### src/rtl/rcosc_freq_monitor_if.sv
`default_nettype none
`timescale 1ns/1ps
// +----------------------------------------------------------------------+
// | rcosc_freq_monitor_if                                                |
// | Control and status bundle between the bootloader and the RCOSC       |
// | frequency monitor.                                                   |
// | Revision: 1.0                                                        |
// +----------------------------------------------------------------------+
interface rcosc_freq_monitor_if #(
  parameter int CNT_W = 16
);
  logic             enable;
  logic             clear;
  logic             osc_toggle;
  logic [CNT_W-1:0] count;
  logic             count_valid;
  logic             freq_ok;
  logic             fault;

  modport master (
    output enable, clear, osc_toggle,
    input  count, count_valid, freq_ok, fault
  );

  modport slave (
    input  enable, clear, osc_toggle,
    output count, count_valid, freq_ok, fault
  );
endinterface
`default_nettype wire

### src/rtl/rcosc_freq_monitor.sv
`default_nettype none
`timescale 1ns/1ps
// +----------------------------------------------------------------------+
// | rcosc_freq_monitor                                                   |
// | Counts rising edges of the divided RC oscillator over a fixed gate   |
// | window and flags out-of-range windows, with a sticky fault.          |
// | Revision: 1.0                                                        |
// +----------------------------------------------------------------------+
module rcosc_freq_monitor #(
  parameter int GATE_CYCLES = 4096,
  parameter int CNT_W       = 16,
  parameter int MIN_EDGES   = 184,
  parameter int MAX_EDGES   = 225,
  parameter int FAULT_LIMIT = 3
) (
  input  wire logic          clk,
  input  wire logic          rst,
  rcosc_freq_monitor_if.slave bus
);

  localparam int c_gate_w = (GATE_CYCLES > 1) ? $clog2(GATE_CYCLES) : 1;
  localparam int c_bad_w  = (FAULT_LIMIT > 0) ? $clog2(FAULT_LIMIT + 1) : 1;

  localparam logic [c_gate_w-1:0] c_gate_last = c_gate_w'(GATE_CYCLES - 1);
  localparam logic [CNT_W-1:0]    c_cnt_max   = {CNT_W{1'b1}};
  localparam logic [CNT_W-1:0]    c_min_edges = CNT_W'(MIN_EDGES);
  localparam logic [CNT_W-1:0]    c_max_edges = CNT_W'(MAX_EDGES);
  localparam logic [c_bad_w-1:0]  c_bad_limit = c_bad_w'(FAULT_LIMIT);

  localparam logic [1:0] c_st_idle    = 2'd0;
  localparam logic [1:0] c_st_measure = 2'd1;
  localparam logic [1:0] c_st_report  = 2'd2;

  logic [1:0]          r_state;
  logic [1:0]          w_state_nxt;
  logic                r_s1;
  logic                r_s2;
  logic                r_s3;
  logic                w_edge;
  logic [c_gate_w-1:0] r_gate;
  logic [CNT_W-1:0]    r_edge_cnt;
  logic [c_bad_w-1:0]  r_bad;
  logic [CNT_W-1:0]    r_count;
  logic                r_count_valid;
  logic                r_freq_ok;
  logic                r_fault;

  logic                w_measuring;
  logic                w_report;
  logic                w_idle;
  logic                w_gate_done;
  logic                w_in_range;
  logic [c_bad_w-1:0]  w_bad_inc;
  logic [c_bad_w-1:0]  w_bad_rpt;
  logic                w_fault_set;

  // OSC_TOGGLE is asynchronous: two flops for metastability, a third as edge history
  always_ff @(posedge clk or posedge rst) begin
    if (rst) begin
      r_s1 <= 1'b0;
      r_s2 <= 1'b0;
      r_s3 <= 1'b0;
    end else begin
      r_s1 <= bus.osc_toggle;
      r_s2 <= r_s1;
      r_s3 <= r_s2;
    end
  end

  assign w_edge      = r_s2 & ~r_s3;
  assign w_gate_done = (r_gate == c_gate_last);

  always_ff @(posedge clk or posedge rst) begin
    if (rst) begin
      r_state <= c_st_idle;
    end else begin
      r_state <= w_state_nxt;
    end
  end

  // Dropping ENABLE mid-window abandons it, even on the last gate cycle
  always_comb begin
    w_state_nxt = r_state;
    case (r_state)
      c_st_idle: begin
        if (bus.enable) w_state_nxt = c_st_measure;
      end
      c_st_measure: begin
        if (!bus.enable)      w_state_nxt = c_st_idle;
        else if (w_gate_done) w_state_nxt = c_st_report;
      end
      c_st_report: begin
        w_state_nxt = bus.enable ? c_st_measure : c_st_idle;
      end
      default: w_state_nxt = c_st_idle;
    endcase
  end

  always_comb begin
    w_measuring = 1'b0;
    w_report    = 1'b0;
    case (r_state)
      c_st_measure: w_measuring = 1'b1;
      c_st_report:  w_report    = 1'b1;
      default: begin
        w_measuring = 1'b0;
        w_report    = 1'b0;
      end
    endcase
    w_idle = ~(w_measuring | w_report);
  end

  always_ff @(posedge clk or posedge rst) begin
    if (rst) begin
      r_gate <= '0;
    end else if (w_measuring && !w_gate_done) begin
      r_gate <= r_gate + c_gate_w'(1);
    end else begin
      r_gate <= '0;
    end
  end

  // An edge seen during REPORT opens the next window so no edge is lost between windows
  always_ff @(posedge clk or posedge rst) begin
    if (rst) begin
      r_edge_cnt <= '0;
    end else if (w_measuring) begin
      if (w_edge && (r_edge_cnt != c_cnt_max)) begin
        r_edge_cnt <= r_edge_cnt + CNT_W'(1);
      end
    end else if (w_report) begin
      r_edge_cnt <= CNT_W'(w_edge & bus.enable);
    end else begin
      r_edge_cnt <= '0;
    end
  end

  assign w_in_range  = (r_edge_cnt >= c_min_edges) && (r_edge_cnt <= c_max_edges);
  assign w_bad_inc   = (r_bad == c_bad_limit) ? r_bad : (r_bad + c_bad_w'(1));
  assign w_bad_rpt   = w_in_range ? '0 : w_bad_inc;
  assign w_fault_set = w_report && !w_in_range && (w_bad_inc == c_bad_limit);

  always_ff @(posedge clk or posedge rst) begin
    if (rst) begin
      r_count       <= '0;
      r_count_valid <= 1'b0;
      r_freq_ok     <= 1'b0;
    end else begin
      r_count_valid <= w_report;
      if (w_report) begin
        r_count   <= r_edge_cnt;
        r_freq_ok <= w_in_range;
      end else if (w_idle) begin
        r_freq_ok <= 1'b0;
      end
    end
  end

  // A report landing together with CLEAR still updates the streak and may set FAULT
  always_ff @(posedge clk or posedge rst) begin
    if (rst) begin
      r_bad   <= '0;
      r_fault <= 1'b0;
    end else begin
      if (w_report) begin
        r_bad <= w_bad_rpt;
      end else if (bus.clear) begin
        r_bad <= '0;
      end

      if (w_fault_set) begin
        r_fault <= 1'b1;
      end else if (bus.clear) begin
        r_fault <= 1'b0;
      end
    end
  end

  assign bus.count       = r_count;
  assign bus.count_valid = r_count_valid;
  assign bus.freq_ok     = r_freq_ok;
  assign bus.fault       = r_fault;

endmodule
`default_nettype wire

### src/flat_wrapper.sv
// flat-port wrapper written by rule: the top's interface ports become plain ports
module rcosc_freq_monitor_flat 
#(
  parameter int GATE_CYCLES = 4096,
  parameter int CNT_W       = 16,
  parameter int MIN_EDGES   = 184,
  parameter int MAX_EDGES   = 225,
  parameter int FAULT_LIMIT = 3
)
  (clk, rst, bus_enable, bus_clear, bus_osc_toggle, bus_count, bus_count_valid, bus_freq_ok, bus_fault);
  rcosc_freq_monitor_if #(.CNT_W(CNT_W)) bus_i ();
  input  wire logic clk;
  input  wire logic rst;
  input wire logic [$bits(bus_i.enable)-1:0] bus_enable;
  input wire logic [$bits(bus_i.clear)-1:0] bus_clear;
  input wire logic [$bits(bus_i.osc_toggle)-1:0] bus_osc_toggle;
  output wire logic [$bits(bus_i.count)-1:0] bus_count;
  output wire logic [$bits(bus_i.count_valid)-1:0] bus_count_valid;
  output wire logic [$bits(bus_i.freq_ok)-1:0] bus_freq_ok;
  output wire logic [$bits(bus_i.fault)-1:0] bus_fault;
  assign bus_i.enable = bus_enable;
  assign bus_i.clear = bus_clear;
  assign bus_i.osc_toggle = bus_osc_toggle;
  assign bus_count = bus_i.count;
  assign bus_count_valid = bus_i.count_valid;
  assign bus_freq_ok = bus_i.freq_ok;
  assign bus_fault = bus_i.fault;
  rcosc_freq_monitor #(.GATE_CYCLES(GATE_CYCLES), .CNT_W(CNT_W), .MIN_EDGES(MIN_EDGES), .MAX_EDGES(MAX_EDGES), .FAULT_LIMIT(FAULT_LIMIT)) u_core (.clk(clk), .rst(rst), .bus(bus_i));
endmodule
### config.mk
export PLATFORM = sky130hd
export DESIGN_NAME = rcosc_freq_monitor_flat
export DESIGN_NICKNAME = d
export VERILOG_FILES = /design/src/rtl/rcosc_freq_monitor_if.sv /design/src/rtl/rcosc_freq_monitor.sv /design/src/flat_wrapper.sv
export SDC_FILE = /design/constraint.sdc
export NUM_CORES = 1
export LEC_CHECK = 0
export CAP_MARGIN = 30
export CORE_UTILIZATION = 50
export DETAILED_ROUTE_END_ITERATION = 6
export MAX_ROUTING_LAYER = met4
export PLACE_DENSITY_LB_ADDON = 0.15
export SKIP_LAST_GASP = 1
export SLEW_MARGIN = 30
export SYNTH_ARGS = -nofsm -noshare
export SYNTH_HDL_FRONTEND = slang
export SYNTH_SLANG_ARGS = --single-unit
export TNS_END_PERCENT = 30
### constraint.sdc
create_clock -name clk -period 2.3 [get_ports clk]
set_input_delay 0.345 -clock clk [delete_from_list [all_inputs] [get_ports clk]]
set_output_delay 0.345 -clock clk [all_outputs]
set_load 0.01 [all_outputs]
### Word-level counts from Yosys, hierarchy flattened

Index checks and enable logic that the tools add are counted.

| operators by class | value |
|---|---|
| reductions and logical operators | 11 |
| order comparisons | 2 |
| add/sub/neg operators | 3 |
| multiplexer cells | 19 |
| bitwise gates (word level) | 4 |
| eq/ne operators | 10 |

Operator list:

| cell | count |
|---|---|
| $mux 16 | 3 |
| $add 16x1->16 const B | 1 |
| $ge 16x8->1 const B | 1 |
| $le 16x8->1 const B | 1 |
| $ne 16x16->1 const B | 1 |
| $mux 2 | 7 |
| $add 12x1->12 const B | 1 |
| $eq 12x12->1 const B | 1 |
| $mux 12 | 1 |
| $mux 1 | 7 |
| $eq 2x2->1 const B | 3 |
| $pmux 2 s3 | 1 |
| $logic_and 1x1->1 | 5 |
| $ne 2x2->1 const B | 2 |
| $reduce_bool 2->1 | 2 |
| $ne 3x2->1 const B | 1 |
| $add 2x1->2 const B | 1 |
| $and 1x1->1 | 2 |
| $eq 2x1->1 const B | 1 |
| $logic_not 1->1 | 2 |
| $logic_not 2->1 | 1 |
| $ne 2x1->1 const B | 1 |
| $reduce_and 2->1 | 1 |
| $not 1->1 | 1 |
| $or 1x1->1 | 1 |

| word-level totals | value |
|---|---|
| word-level logic and storage cells | 60 |
| output and inout port bits | 19 |
| input bits | 5 |
| bits in registers | 54 |

### Logic depth before layout (Yosys ltp)

| depth | value |
|---|---|
| depth after elaboration | 6 |
| gate-level depth with buffers | 6 |
| mapped depth without buffers | 6 |

### Worst setup path before layout

OpenSTA, ideal clock, no wires.

| timing | value |
|---|---|
| kind | register to register |
| start | reg u_core.r_edge_cnt[0] |
| end | reg u_core.r_edge_cnt[2] |
| arrival | 1,329 ps |
| stages on the path, launching flop included | 7 |
| path slack | 839 ps |
| library setup time | 132 ps |
| required time | 2,168 ps |
| cells stage by stage | dfrtp_1 -> ha_1 -> and3_1 -> nand3_2 -> o211ai_1 -> xor2_1 -> nor2_1 |

| on the way | value |
|---|---|
| cells in the longest elaborated chain, start to end | 3 |

Ends and longest elaborated chain:

| what | line | text |
|---|---|---|
| from (decl) | rcosc_freq_monitor.sv:41 | `logic [CNT_W-1:0] r_edge_cnt;` |
| from (signal assigned) | rcosc_freq_monitor.sv:129 | `r_edge_cnt <= r_edge_cnt + CNT_W'(1);` |
| from (signal assigned) | rcosc_freq_monitor.sv:132 | `r_edge_cnt <= CNT_W'(w_edge & bus.enable);` |
| $add 16x1->16 / $ne 16x16->1 (equally long branches) | rcosc_freq_monitor.sv:129, rcosc_freq_monitor.sv:128 |  |
| $mux 16 / $logic_and 1x1->1 (equally long branches) | rcosc_freq_monitor.sv:128 | `if (w_edge && (r_edge_cnt != c_cnt_max)) begin` |
| $mux 16 / $ne 2x2->1 (equally long branches) | n/a |  |

Several ways; a longest one is shown, not always the timed one. The select of a mux whose other input is x is not followed.
A chain may end at the register's enable or synchronous reset.

### Final worst setup path

| timing | value |
|---|---|
| start | reg u_core.r_edge_cnt[0] |
| end | reg u_core.r_edge_cnt[7] |

The elaborated chain is that of the path after synthesis.

==> summary.md <==
| Metric | Value |
|---|---|
| Outcome | `finished, final reports clean` |
| Setup TNS | `0 ns` |
| Synth-to-Final Area Change | `16.2%` |
| Initial DRC count | `57` |
| Footprint of the multi-input gates | `1080 µm²` |
| Setup repair bufs after CTS | `0` |
| DRT Wirelength | `4470 µm` |
| Num Clock Sinks | `54` |
| Final Max Slew Viols | `0` |
| Max clock buf depth | `2` |
| Post-CTS Hold Buffers | `0` |
| Fill cells | `422` |
| Clock latency at the later pin of the worst-skew pair | `0.31 ns` |
| Mapped cell area | `2500 µm²` |
| Asr flop ratio synth | `100%` |
| First-pass GRT wire length | `7730 µm` |
| H-Tree Depth | `2` |
| Remaining global-route overflow | `0` |
| Initial antenna violation count | `0` |
| Setup violators final | `0` |
| CP Buf/Inv Count | `0` |
| P per Cell Area | `543 nW/µm²` |
| Tightest Hold Check Type | `flop to flop` |
| Initial core utilization | `52.3%` |
| CP max FO | `7` |
| CP cell instances | `ha_1 > and3_1 > nand3_2 > o211ai_1 > xor2_1 > nor2_1` |
| Slew HR | `54.8%` |
| Port Buf Inserts | `23` |
| RSZ-0062 raised after global routing | `false` |
| Global placement routability congestion | `0.857` |
| CP Data Required Time | `2.47 ns` |
| Setup crit end kind | `flop` |
| Crit path max-delay family | `simple AND/OR/NAND/NOR gates` |
| Die Height | `72.8 µm` |
| Place WS | `0.636 ns` |
| Post-layout min period | `1.67 ns` |
| Worst-Margin Slew | `0.678 ns` |
| # rows | `25` |
| Kind of critical path | `flop to flop` |
| Overall Global Routing Usage | `19.9%` |
| Synth Register Bits | `54` |
| Layout cells sized above 1 | `8.33%` |
| Nets | `285` |
| DIE AREA | `5300 µm²` |
| Reg clk slew, reported paths | `0.10 ns` |
| Hold Fails Final Rpt | `0` |
| Largest net degree at the start of global routing | `34` |
| Nature of the critical path startpoint | `flop` |
| Sequential fraction of the synthesis area | `53.9%` |
| DP HPWL | `3120 µm` |
| Synth unique cells | `45` |
| Leakage power | `0.00134 µW` |
| Via count | `1777` |
| Pre-antenna DRT Iters | `4` |
| Ys flop type | `dfrtp_1` |
| EDFF count, synth | `0` |
| Gates resized, CTS repair | `0` |
| Synth top area cells | `dfrtp_1 54%, nand2_1 7.5%, xor2_1 4.2%, nor2_1 3.6%, ha_1 2.5%` |
| Max cap viols | `0` |
| # DRC | `0` |
| Root buf cell | `clkbuf_8` |
| Diode count | `0` |
| Slowest cell on the critical path | `dfrtp_1` |
| Synthesized instance count | `251` |
| Synth top area share | `53.9%` |
| Vias per Instance | `5.18` |
| Cell taking the most area after synthesis | `dfrtp_1` |
| Core area | `4790 µm²` |
| Vias in the first global route | `1672` |
| CTS buffer count | `5` |
| Worst Clk Skew | `0.00801 ns` |
| Final period util | `72.6%` |
| I/O pin count | `24` |
| Syn nets | `261` |
| Final ANT Viol Nets | `0` |
| Worst path max stage delay | `0.43 ns` |
| Fmax | `599 MHz` |
| FF+latch area | `1350 µm²` |
| Crit path DAT | `1.84 ns` |
| Synth Warn # | `0` |
| Avg WL per Cell | `13.0 µm` |
| Final worst slack | `0.629 ns` |
| CTS tree | `built` |
| Syn avg cell area | `9.98 µm²` |
| DIE WIDTH | `72.8 µm` |
| Maximum VDD drop | `0.000311 V` |
-- through the flow --
step           hold slack [ns]  cell area (µm²)  power (µW)  std cells  util (%)
5_1_grt                  0.365             2910        1650        343      60.8
4_1_cts                  0.360             2910        1610        343      60.8
2_1_floorplan            0.331             2500        1030        251         -
6_report                 0.356             2910        1580        343      60.8
3_5_place_dp             0.338             2820        1060        335      58.8
3_3_place_gp             0.334             2820        1060        335      58.8
-- power breakdown --
part | internal (µW) | switching [µW] | leakage, µW
clock | 242 | 303 | 0.0000472
sequential | 958 | 8.92 | 0.000742
combinational | 23.4 | 44.0 | 0.000553
total | 1220 | 356 | 0.00134
-- cell type report --
cell class,instances,area share [%]
sequential,54,46.4
timing repair buffer,27,9.37
clock inverter,2,0.430
tap,67,2.88
clock buffer,6,2.84
multi-input combinational,179,37.0
inverter,8,1.03
-- kinds of logic (layout without fill, tap and decap cells) --
kind of cell	after synthesis	after routing	share of synthesized area (%)
xor+xnor	19	19	6.64
fa+ha+maj	5	5	2.50
flops	54	54	53.9
buf+inv	18	43	3.00
compound gates	27	27	7.54
simple gates	128	128	26.4
-- synthesized netlist by cell type (2+ instances only) --
library cell  count
xor2_1           12
inv_1             7
nor3_1            5
nand4_4           2
ha_1              5
nor2_1           24
a31oi_1           2
and2_1            4
nand4_1           3
a32o_1            2
o211ai_1          4
o21ai_0           9
and4_1            4
clkbuf_1          4
nand2b_1          5
dfrtp_1          54
nor2b_1           2
nand2_1          50
xnor2_1           7
buf_1             2
and3_1            6
nand3_1          12
and3_2            2
buf_2             3
-- final timing paths --
check                           cells after the start                     to  slack, ns                  from
worst max-delay path                                6   u_core.r_edge_cnt[7]       0.63  u_core.r_edge_cnt[0]
worst min-delay path                                0            u_core.r_s2       0.36           u_core.r_s1
worst max register to register                      6   u_core.r_edge_cnt[7]       0.63  u_core.r_edge_cnt[0]
worst min register to register                      0            u_core.r_s2       0.36           u_core.r_s1
max in group asynchronous                           3  u_core.r_edge_cnt[13]       1.39                   rst
min in group asynchronous                           2    u_core.bus.count[4]       0.38                   rst
-- flip-flops by register name (all words and copies together) (netlist names) --
register and count:
u_core.r_s1 1, u_core.bus.count 16, u_core.r_edge_cnt 16, u_core.bus.count_valid 1
u_core.r_gate 12, u_core.bus.freq_ok 1, u_core.r_state 2, u_core.r_s2 1
u_core.r_s3 1, u_core.r_bad 2, u_core.bus.fault 1
-- layer usage --
layer	routed length, µm	GRT usage, %	vias up	part of all wire (%)
met5	0	-	-	0
met4	65	7.84	0	1.5
met3	106	4.14	7	2.4
met2	1990	29.0	27	45
met1	2300	27.3	845	52
li1	-	-	898	-
-- worst reg2reg max path: cells and delay by family, from the launching register on --
kind	cells	cell delay (ns)
AND/OR/NAND/NOR	3	0.51
flip-flops	1	0.43
AO/OA/AOI/OAI	1	0.24
adder cells (fa/ha/maj)	1	0.19
XOR/XNOR	1	0.16
-- cell usage in the layout (no fill, tap or decap), drive strengths merged, types with 2 or more instances in the layout --
cell	instances
clkdlybuf4s50	23
clkbuf	6
buf	4
o21ai	11
o211ai	4
clkinv	2
nand4	5
nand2b	5
nand2	50
and3	8
a31oi	2
inv	7
a32o	2
xor2	12
ha	5
and4	5
dfrtp	54
and2	4
nor2b	3
nand3	13
nor2	24
xnor2	7
nor3	5
(Power assumes the default switching activity.)
